## src/rtl/uart_mem_ctrl.sv

```systemverilog
// uart_mem_ctrl: command-framed UART loader/debugger. Decodes host frames
// (CMD, ADDR_LO, ADDR_HI, LEN_LO, LEN_HI, payload) to write IMEM, read DMEM,
// run or halt the CPU. Bytes are packed into / unpacked from WORD_BYTES-wide
// words. Owns cpu_rst and the IMEM/DMEM mux selects.
// Optional feature macro: UART_MEM_CKSUM_EN (8-bit additive checksum trailing
// write payloads and read replies).
// Ports:
//   clk, rst (async, active-low)
//   rx_data/rx_ready          : received byte stream from uart_rx
//   tx_data/tx_req/tx_empty   : byte transmit handshake to uart_tx
//   cpu_rst                   : CPU held in reset when 1
//   imem_ctrl, imem_wr_en, imem_addr, imem_byte_en, imem_wr_data : IMEM write port
//   dmem_ctrl, dmem_rd_en, dmem_addr, dmem_rd_data              : DMEM read port
module uart_mem_ctrl #(
    parameter int unsigned WORD_BYTES           = 4,
    parameter int unsigned IMEM_BYTE_ADDR_WIDTH = 6,
    parameter int unsigned DMEM_BYTE_ADDR_WIDTH = 6,
    localparam int unsigned WB_LOG2     = $clog2(WORD_BYTES),
    localparam int unsigned IMEM_WORD_W = IMEM_BYTE_ADDR_WIDTH - WB_LOG2,
    localparam int unsigned DMEM_WORD_W = DMEM_BYTE_ADDR_WIDTH - WB_LOG2,
    localparam int unsigned DATA_W      = 8 * WORD_BYTES
) (
    input  logic                   clk,
    input  logic                   rst,
    input  logic [7:0]             rx_data,
    input  logic                   rx_ready,
    output logic [7:0]             tx_data,
    output logic                   tx_req,
    input  logic                   tx_empty,
    output logic                   cpu_rst,
    output logic                   imem_ctrl,
    output logic                   imem_wr_en,
    output logic [IMEM_WORD_W-1:0] imem_addr,
    output logic [WORD_BYTES-1:0]  imem_byte_en,
    output logic [DATA_W-1:0]      imem_wr_data,
    output logic                   dmem_ctrl,
    output logic                   dmem_rd_en,
    output logic [DMEM_WORD_W-1:0] dmem_addr,
    input  logic [DATA_W-1:0]      dmem_rd_data
);

    localparam int unsigned AW     = (IMEM_BYTE_ADDR_WIDTH > DMEM_BYTE_ADDR_WIDTH) ?
                                     IMEM_BYTE_ADDR_WIDTH : DMEM_BYTE_ADDR_WIDTH;
    localparam int unsigned LANE_W = (WB_LOG2 > 0) ? WB_LOG2 : 1;

    localparam logic [7:0] CMD_WR   = 8'h01;
    localparam logic [7:0] CMD_RD   = 8'h02;
    localparam logic [7:0] CMD_RUN  = 8'h03;
    localparam logic [7:0] CMD_HALT = 8'h04;
    localparam logic [7:0] ACK      = 8'h06;
    localparam logic [7:0] NAK      = 8'h15;

    typedef enum logic [2:0] {
        S_IDLE, S_HDR, S_WRITE, S_RD_REQ, S_RD_WAIT, S_TX_WAIT, S_TX_HOLD
    } state_t;

    state_t                 state, state_nxt;
    logic [1:0]             hdr_cnt, hdr_cnt_nxt;
    logic                   is_wr, is_wr_nxt;
    logic [AW-1:0]          byte_addr, byte_addr_nxt;
    logic [15:0]            len, len_nxt;
    logic [7:0]             tx_byte, tx_byte_nxt;
    logic                   rd_active, rd_active_nxt;
    logic                   running, running_nxt;
`ifdef UART_MEM_CKSUM_EN
    logic [7:0]             sum, sum_nxt;
`endif

    logic [7:0]             tx_data_nxt;
    logic                   tx_req_nxt;
    logic                   cpu_rst_nxt, imem_ctrl_nxt, dmem_ctrl_nxt;
    logic                   imem_wr_en_nxt;
    logic [IMEM_WORD_W-1:0] imem_addr_nxt;
    logic [WORD_BYTES-1:0]  imem_byte_en_nxt;
    logic [DATA_W-1:0]      imem_wr_data_nxt;
    logic                   dmem_rd_en_nxt;
    logic [DMEM_WORD_W-1:0] dmem_addr_nxt;

    logic [LANE_W-1:0]               lane;
    logic [7:0]                      rd_byte;
    logic [IMEM_BYTE_ADDR_WIDTH-1:0] imem_inc;
    logic [DMEM_BYTE_ADDR_WIDTH-1:0] dmem_inc;
    logic [15:0]                     hdr_len;

    // Byte lane within the word, selected lane of the read word, wrapped increments
    assign lane     = LANE_W'(byte_addr & AW'(WORD_BYTES - 1));
    assign rd_byte  = dmem_rd_data[{lane, 3'b000} +: 8];
    assign imem_inc = byte_addr[IMEM_BYTE_ADDR_WIDTH-1:0] + IMEM_BYTE_ADDR_WIDTH'(1);
    assign dmem_inc = byte_addr[DMEM_BYTE_ADDR_WIDTH-1:0] + DMEM_BYTE_ADDR_WIDTH'(1);
    assign hdr_len  = {rx_data, len[7:0]};

    // State and registered outputs
    always_ff @(posedge clk or negedge rst) begin
        if (!rst) begin
            state        <= S_IDLE;
            hdr_cnt      <= '0;
            is_wr        <= 1'b0;
            byte_addr    <= '0;
            len          <= '0;
            tx_byte      <= '0;
            rd_active    <= 1'b0;
            running      <= 1'b0;
`ifdef UART_MEM_CKSUM_EN
            sum          <= '0;
`endif
            tx_data      <= '0;
            tx_req       <= 1'b0;
            cpu_rst      <= 1'b1;
            imem_ctrl    <= 1'b1;
            dmem_ctrl    <= 1'b1;
            imem_wr_en   <= 1'b0;
            imem_addr    <= '0;
            imem_byte_en <= '0;
            imem_wr_data <= '0;
            dmem_rd_en   <= 1'b0;
            dmem_addr    <= '0;
        end else begin
            state        <= state_nxt;
            hdr_cnt      <= hdr_cnt_nxt;
            is_wr        <= is_wr_nxt;
            byte_addr    <= byte_addr_nxt;
            len          <= len_nxt;
            tx_byte      <= tx_byte_nxt;
            rd_active    <= rd_active_nxt;
            running      <= running_nxt;
`ifdef UART_MEM_CKSUM_EN
            sum          <= sum_nxt;
`endif
            tx_data      <= tx_data_nxt;
            tx_req       <= tx_req_nxt;
            cpu_rst      <= cpu_rst_nxt;
            imem_ctrl    <= imem_ctrl_nxt;
            dmem_ctrl    <= dmem_ctrl_nxt;
            imem_wr_en   <= imem_wr_en_nxt;
            imem_addr    <= imem_addr_nxt;
            imem_byte_en <= imem_byte_en_nxt;
            imem_wr_data <= imem_wr_data_nxt;
            dmem_rd_en   <= dmem_rd_en_nxt;
            dmem_addr    <= dmem_addr_nxt;
        end
    end

    // Frame decoder, memory sequencing and transmit handshake
    always_comb begin
        state_nxt        = state;
        hdr_cnt_nxt      = hdr_cnt;
        is_wr_nxt        = is_wr;
        byte_addr_nxt    = byte_addr;
        len_nxt          = len;
        tx_byte_nxt      = tx_byte;
        rd_active_nxt    = rd_active;
        running_nxt      = running;
`ifdef UART_MEM_CKSUM_EN
        sum_nxt          = sum;
`endif
        tx_data_nxt      = tx_data;
        tx_req_nxt       = 1'b0;
        cpu_rst_nxt      = cpu_rst;
        imem_ctrl_nxt    = imem_ctrl;
        dmem_ctrl_nxt    = dmem_ctrl;
        imem_wr_en_nxt   = 1'b0;
        imem_addr_nxt    = imem_addr;
        imem_byte_en_nxt = imem_byte_en;
        imem_wr_data_nxt = imem_wr_data;
        dmem_rd_en_nxt   = 1'b0;
        dmem_addr_nxt    = dmem_addr;

        case (state)
            S_IDLE: begin
                if (rx_ready) begin
                    rd_active_nxt = 1'b0;
                    state_nxt     = S_TX_WAIT;
                    case (rx_data)
                        CMD_WR, CMD_RD: begin
                            // Memory commands are refused while the CPU owns the memories
                            if (running) begin
                                tx_byte_nxt = NAK;
                            end else begin
                                is_wr_nxt     = (rx_data == CMD_WR);
                                hdr_cnt_nxt   = '0;
                                byte_addr_nxt = '0;
                                len_nxt       = '0;
`ifdef UART_MEM_CKSUM_EN
                                sum_nxt       = '0;
`endif
                                state_nxt     = S_HDR;
                            end
                        end
                        CMD_RUN: begin
                            cpu_rst_nxt   = 1'b0;
                            imem_ctrl_nxt = 1'b0;
                            dmem_ctrl_nxt = 1'b0;
                            running_nxt   = 1'b1;
                            tx_byte_nxt   = ACK;
                        end
                        CMD_HALT: begin
                            cpu_rst_nxt   = 1'b1;
                            imem_ctrl_nxt = 1'b1;
                            dmem_ctrl_nxt = 1'b1;
                            running_nxt   = 1'b0;
                            tx_byte_nxt   = ACK;
                        end
                        default: tx_byte_nxt = NAK;
                    endcase
                end
            end

            S_HDR: begin
                if (rx_ready) begin
                    hdr_cnt_nxt = hdr_cnt + 2'd1;
                    case (hdr_cnt)
                        2'd0: byte_addr_nxt = AW'(rx_data);
                        2'd1: byte_addr_nxt = AW'({rx_data, 8'(byte_addr)});
                        2'd2: len_nxt[7:0]  = rx_data;
                        default: begin
                            len_nxt = hdr_len;
                            if (is_wr) begin
`ifdef UART_MEM_CKSUM_EN
                                // Even an empty write is followed by its checksum byte
                                state_nxt = S_WRITE;
`else
                                if (hdr_len == 16'd0) begin
                                    tx_byte_nxt = ACK;
                                    state_nxt   = S_TX_WAIT;
                                end else begin
                                    state_nxt   = S_WRITE;
                                end
`endif
                            end else if (hdr_len == 16'd0) begin
                                state_nxt = S_IDLE;
                            end else begin
                                // Strobe is issued on entry so read data lands in RD_WAIT
                                state_nxt      = S_RD_REQ;
                                dmem_rd_en_nxt = 1'b1;
                                dmem_addr_nxt  = DMEM_WORD_W'(byte_addr[DMEM_BYTE_ADDR_WIDTH-1:0] >> WB_LOG2);
                            end
                        end
                    endcase
                end
            end

            S_WRITE: begin
                if (rx_ready) begin
`ifdef UART_MEM_CKSUM_EN
                    if (len == 16'd0) begin
                        tx_byte_nxt = (rx_data == sum) ? ACK : NAK;
                        state_nxt   = S_TX_WAIT;
                    end else begin
`else
                    begin
`endif
                        imem_wr_en_nxt   = 1'b1;
                        imem_addr_nxt    = IMEM_WORD_W'(byte_addr[IMEM_BYTE_ADDR_WIDTH-1:0] >> WB_LOG2);
                        imem_byte_en_nxt = WORD_BYTES'(1) << lane;
                        imem_wr_data_nxt = {WORD_BYTES{rx_data}};
                        byte_addr_nxt    = AW'(imem_inc);
                        len_nxt          = len - 16'd1;
`ifdef UART_MEM_CKSUM_EN
                        sum_nxt          = sum + rx_data;
`else
                        if (len == 16'd1) begin
                            tx_byte_nxt = ACK;
                            state_nxt   = S_TX_WAIT;
                        end
`endif
                    end
                end
            end

            S_RD_REQ: state_nxt = S_RD_WAIT;

            S_RD_WAIT: begin
                tx_byte_nxt   = rd_byte;
                rd_active_nxt = 1'b1;
`ifdef UART_MEM_CKSUM_EN
                sum_nxt       = sum + rd_byte;
`endif
                state_nxt     = S_TX_WAIT;
            end

            S_TX_WAIT: begin
                if (tx_empty) begin
                    tx_data_nxt = tx_byte;
                    tx_req_nxt  = 1'b1;
                    state_nxt   = S_TX_HOLD;
                end
            end

            S_TX_HOLD: begin
                // tx_empty may still read 1 this cycle before the transmitter reacts
                state_nxt = S_IDLE;
                if (rd_active) begin
                    byte_addr_nxt = AW'(dmem_inc);
                    len_nxt       = len - 16'd1;
                    if (len != 16'd1) begin
                        state_nxt      = S_RD_REQ;
                        dmem_rd_en_nxt = 1'b1;
                        dmem_addr_nxt  = DMEM_WORD_W'(dmem_inc >> WB_LOG2);
                    end
`ifdef UART_MEM_CKSUM_EN
                    else begin
                        rd_active_nxt = 1'b0;
                        tx_byte_nxt   = sum;
                        state_nxt     = S_TX_WAIT;
                    end
`endif
                end
            end

            default: state_nxt = S_IDLE;
        endcase
    end

endmodule

```

## config.mk

```make
export PLATFORM = sky130hd
export DESIGN_NAME = uart_mem_ctrl
export DESIGN_NICKNAME = d
export VERILOG_FILES = /design/src/rtl/uart_mem_ctrl.sv
export SDC_FILE = /design/constraint.sdc
export NUM_CORES = 1
export LEC_CHECK = 0
export ABC_AREA = 1
export BUFFER_PORTS_ARGS = -buffer_cell sky130_fd_sc_hd__buf_2
export CAP_MARGIN = 5
export CORE_ASPECT_RATIO = 0.6
export CORE_MARGIN = 4
export CORE_UTILIZATION = 60
export CTS_BUF_LIST = sky130_fd_sc_hd__clkbuf_8
export CTS_CLUSTER_SIZE = 12
export DETAILED_ROUTE_END_ITERATION = 10
export GPL_TIMING_DRIVEN = 0
export PLACE_DENSITY = 0.87
export SYNTH_ARGS = -nofsm -noshare
export SYNTH_HDL_FRONTEND = slang
export SYNTH_SLANG_ARGS = --single-unit
export TNS_END_PERCENT = 1
```

## constraint.sdc

```tcl
create_clock -name clk -period 3.3 [get_ports clk]
set_clock_uncertainty 0.05 [all_clocks]
set_input_delay 0.66 -clock clk [delete_from_list [all_inputs] [get_ports clk]]
set_output_delay 0.66 -clock clk [all_outputs]
set_load 0.05 [all_outputs]
```

==> metrics.cfg <==
[global_route]
grt_max_degree = 71
grt_overflow = 0
first_global_vias = 4088
grt_antenna_before_repair = 0
grt_pass1_wl_mm = 19.6
grt_usage_pct = 28.2

[synth]
synth.most_common_cell = nand2_1
synth_seq_cells = 70
synthesis.area_um2 = 4460
async_reset_ff_share_pct = 100
synthTopCellsByCount = nand2_1, dfrtp_1, nor2_1
synthFlopType = dfrtp_1
synth_top_area_share_pct = 38.7
yosysWarningCount = 0
synth.net_count = 678
yosysUniqueCellTypes = 38
synth.avg_cell_area_um2 = 7.16
synth_top_area_cell = dfrtp_1
ys_seq_area_share_pct = 39.3
synth_edf_count = 0
syn_inst = 623
synth_area_leaders = dfrtp_1, nand2_1, nand3_1, nor2_1, buf_4

[placed_design]
place_area_um2 = 5100
dp.cells = 828
numPortBuffers = 101
gp_congestion = 1.02
dp_slack_ns = 1.07
dp_hpwl_mm = 9.43

[layout]
nNetsFinal = 790
final_layout_size_suffix_gt1_share_pct = 26.4
fin_cells = 844
area.growth.synth_to_final_pct = 19.2
fillers = 569
n_antenna_cell = 0
fin_area_um2 = 5320

[critical_path]
crit_fanout = 5
crit_start = len[0]$_DFFE_PN0P_
critical_path_buf_inv_count = 2
path_cells = inv_1 -> ha_1 -> nand2_2 -> nor2_1 -> nand2_1 -> ha_1 -> o22ai_1 -> inv_1 -> nand2_1 -> nand2_1 -> o21ai_0
slowest_delay_ns = 0.42
startpoint_type = flop
cp-end-kind = flop
timing.reg2reg.setup_slack_ns = 1.29
cpMostUsedCell = nand2_1
path_class = flop to flop
cp.arrival_ns = 2.24
rr_endpoint = state[0]$_DFFE_PN0P_
critPathTopFamily = simple AND/OR/NAND/NOR gates
cp.depth = 11
crit_path_end = state[0]$_DFFE_PN0P_
reg2reg_depth = 11
worst_ep_required_time_ns = 3.52
cpMaxStageDelayCell = dfrtp_1
r2r_start = len[0]$_DFFE_PN0P_

[sta]
hold_viol = 0
setup_viol_count_final = 0
min_period_ns = 2.01
fin_ws_ns = 1.29
tns_ns = 0
grt_setup_unrepaired = false
fmax_ghz = 0.496
drv_slew = 0
worstMarginPinSlew_ns = 0.865
maxSlewHeadroom_pct = 42.3
min_period_over_period_pct = 61.0

[clocking]
cts_root_buf = clkbuf_8
clk_path_buf_depth = 2
clk_latency_ns = 0.37
cts.sinks = 70
path_clk_slew_ns = 0.08
cts_buffers = 9
cts-htree-levels = 3
cts_tree = built
postCtsResizedCells = 0
post_cts_buffers = 0
ctsHoldBuffers = 0

[floorplan]
io-pin-count = 102
dieArea_um2 = 8930
coreArea_um2 = 7240
rows = 24
start_util_pct = 61.7
chipHeight_um = 74.8
die-width_um = 119

[outcome]
status = complete, no violations

[power_and_ir_drop]
p_per_area_nw_per_um2 = 1110
internal_power_w = 0.00263
power.leakage_nw = 3.05
seq_power_share_pct = 23.9
p_sw_share_pct = 55.4
power_frac_comb_pct = 62.8
p_clk_share_pct = 13.3
vdd_drop_max_uv = 552
net-switching-power_w = 0.00326

[drt]
vias = 4512
drt.antenna.violating_nets = 0
drt-initial-drc-count = 487
wire_per_inst_um = 14.5
wirelength_mm = 12.2
drt_first_pass_iters = 6
vias_per_cell = 5.35
drc = 0

[min_path]
min_path_type = input port to asynchronous set/reset pin

[run]
cap_violations = 0

-- metal layers --
layer,up-vias,GRT usage [%],share of wire [%]
li1,2183,-,-
met1,2060,40.0,45
met2,246,41.0,42
met3,23,9.61,11
met4,0,9.64,1.4
met5,-,0,0
-- final cells by class --
class | count | area [µm²] | share of cell area [%]
Sequential cell | 70 | 1750 | 32.9
Clock inverter | 7 | 96.3 | 1.81
Buffer | 36 | 258 | 4.84
Inverter | 56 | 218 | 4.09
Tap cell | 104 | 130 | 2.45
Timing Repair Buffer | 101 | 508 | 9.55
Multi-Input combinational cell | 461 | 2230 | 42.0
Clock buffer | 9 | 124 | 2.33
-- cells by family (layout without fill, tap and decap cells) --
| family | count (synthesis) | count (layout) | share of synthesized area [%] |
|---|---|---|---|
| AO/OA/AOI/OAI | 68 | 68 | 8.94 |
| XOR/XNOR | 5 | 5 | 0.981 |
| adder cells (fa/ha/maj) | 11 | 11 | 3.08 |
| buffers and inverters | 92 | 209 | 10.7 |
| flip-flops | 70 | 70 | 39.3 |
| AND/OR/NAND/NOR | 377 | 377 | 37.1 |
-- how the worst min path moves through the flow --
| stage | start | to | slack [ns] | depth (start not counted) |
|---|---|---|---|---|
| final | rst | tx_req$_DFF_PN0_ | 0.34 | 1 |
| after CTS | rst | tx_req$_DFF_PN0_ | 0.38 | 1 |
| after detailed placement | tx_data[1]$_DFFE_PN0P_ | tx_data[1]$_DFFE_PN0P_ | 0.40 | 2 |
| after global routing | rst | tx_req$_DFF_PN0_ | 0.41 | 1 |
| after global placement | tx_byte[2]$_DFFE_PN0P_ | tx_data[2]$_DFFE_PN0P_ | 0.40 | 2 |
| after floorplan | rst | byte_addr[0]$_DFFE_PN0P_ | 0.31 | 0 |
-- power by group through the flow --
stage	Clock [W]	Sequential, W	Combinational, W
6_report	0.000782	0.00141	0.00370
5_1_grt	0.000831	0.00146	0.00400
4_1_cts	0.000790	0.00140	0.00366
3_5_place_dp	0	0.00142	0.00364
3_3_place_gp	0	0.00140	0.00356
2_1_floorplan	0	0.00186	0.00238
-- through the flow --
stage / power, W / util [%] / hold WS [ns]
2_1_floorplan: 0.00423 / - / 0.314
3_3_place_gp: 0.00496 / 70.5 / 0.400
3_5_place_dp: 0.00506 / 70.5 / 0.403
4_1_cts: 0.00586 / 73.5 / 0.377
5_1_grt: 0.00629 / 73.5 / 0.413
6_report: 0.00589 / 73.5 / 0.342
-- flip-flops by register name (all words and copies together), names as in the netlist, 2 cells and up --
register	count
dmem_addr	4
tx_data	8
tx_byte	8
imem_wr_data	8
imem_byte_en	4
hdr_cnt	2
imem_addr	4
state	3
byte_addr	6
len	16
-- cell usage in the layout, fill, tap and decap left out, drive strengths merged, types with 2 or more instances in the layout --
| cell type | count |
|---|---|
| o221ai | 3 |
| o21ai | 45 |
| xnor2 | 2 |
| clkbuf | 12 |
| a21oi | 11 |
| o211ai | 4 |
| ha | 11 |
| nand2 | 250 |
| nand3 | 51 |
| o31ai | 2 |
| clkinv | 4 |
| nor2 | 67 |
| xor2 | 3 |
| buf | 134 |
| dfrtp | 69 |
| a21o | 2 |
| bufinv | 2 |
| inv | 57 |
| nand4 | 6 |
No activity file was read; power rests on OpenSTA's default activity.
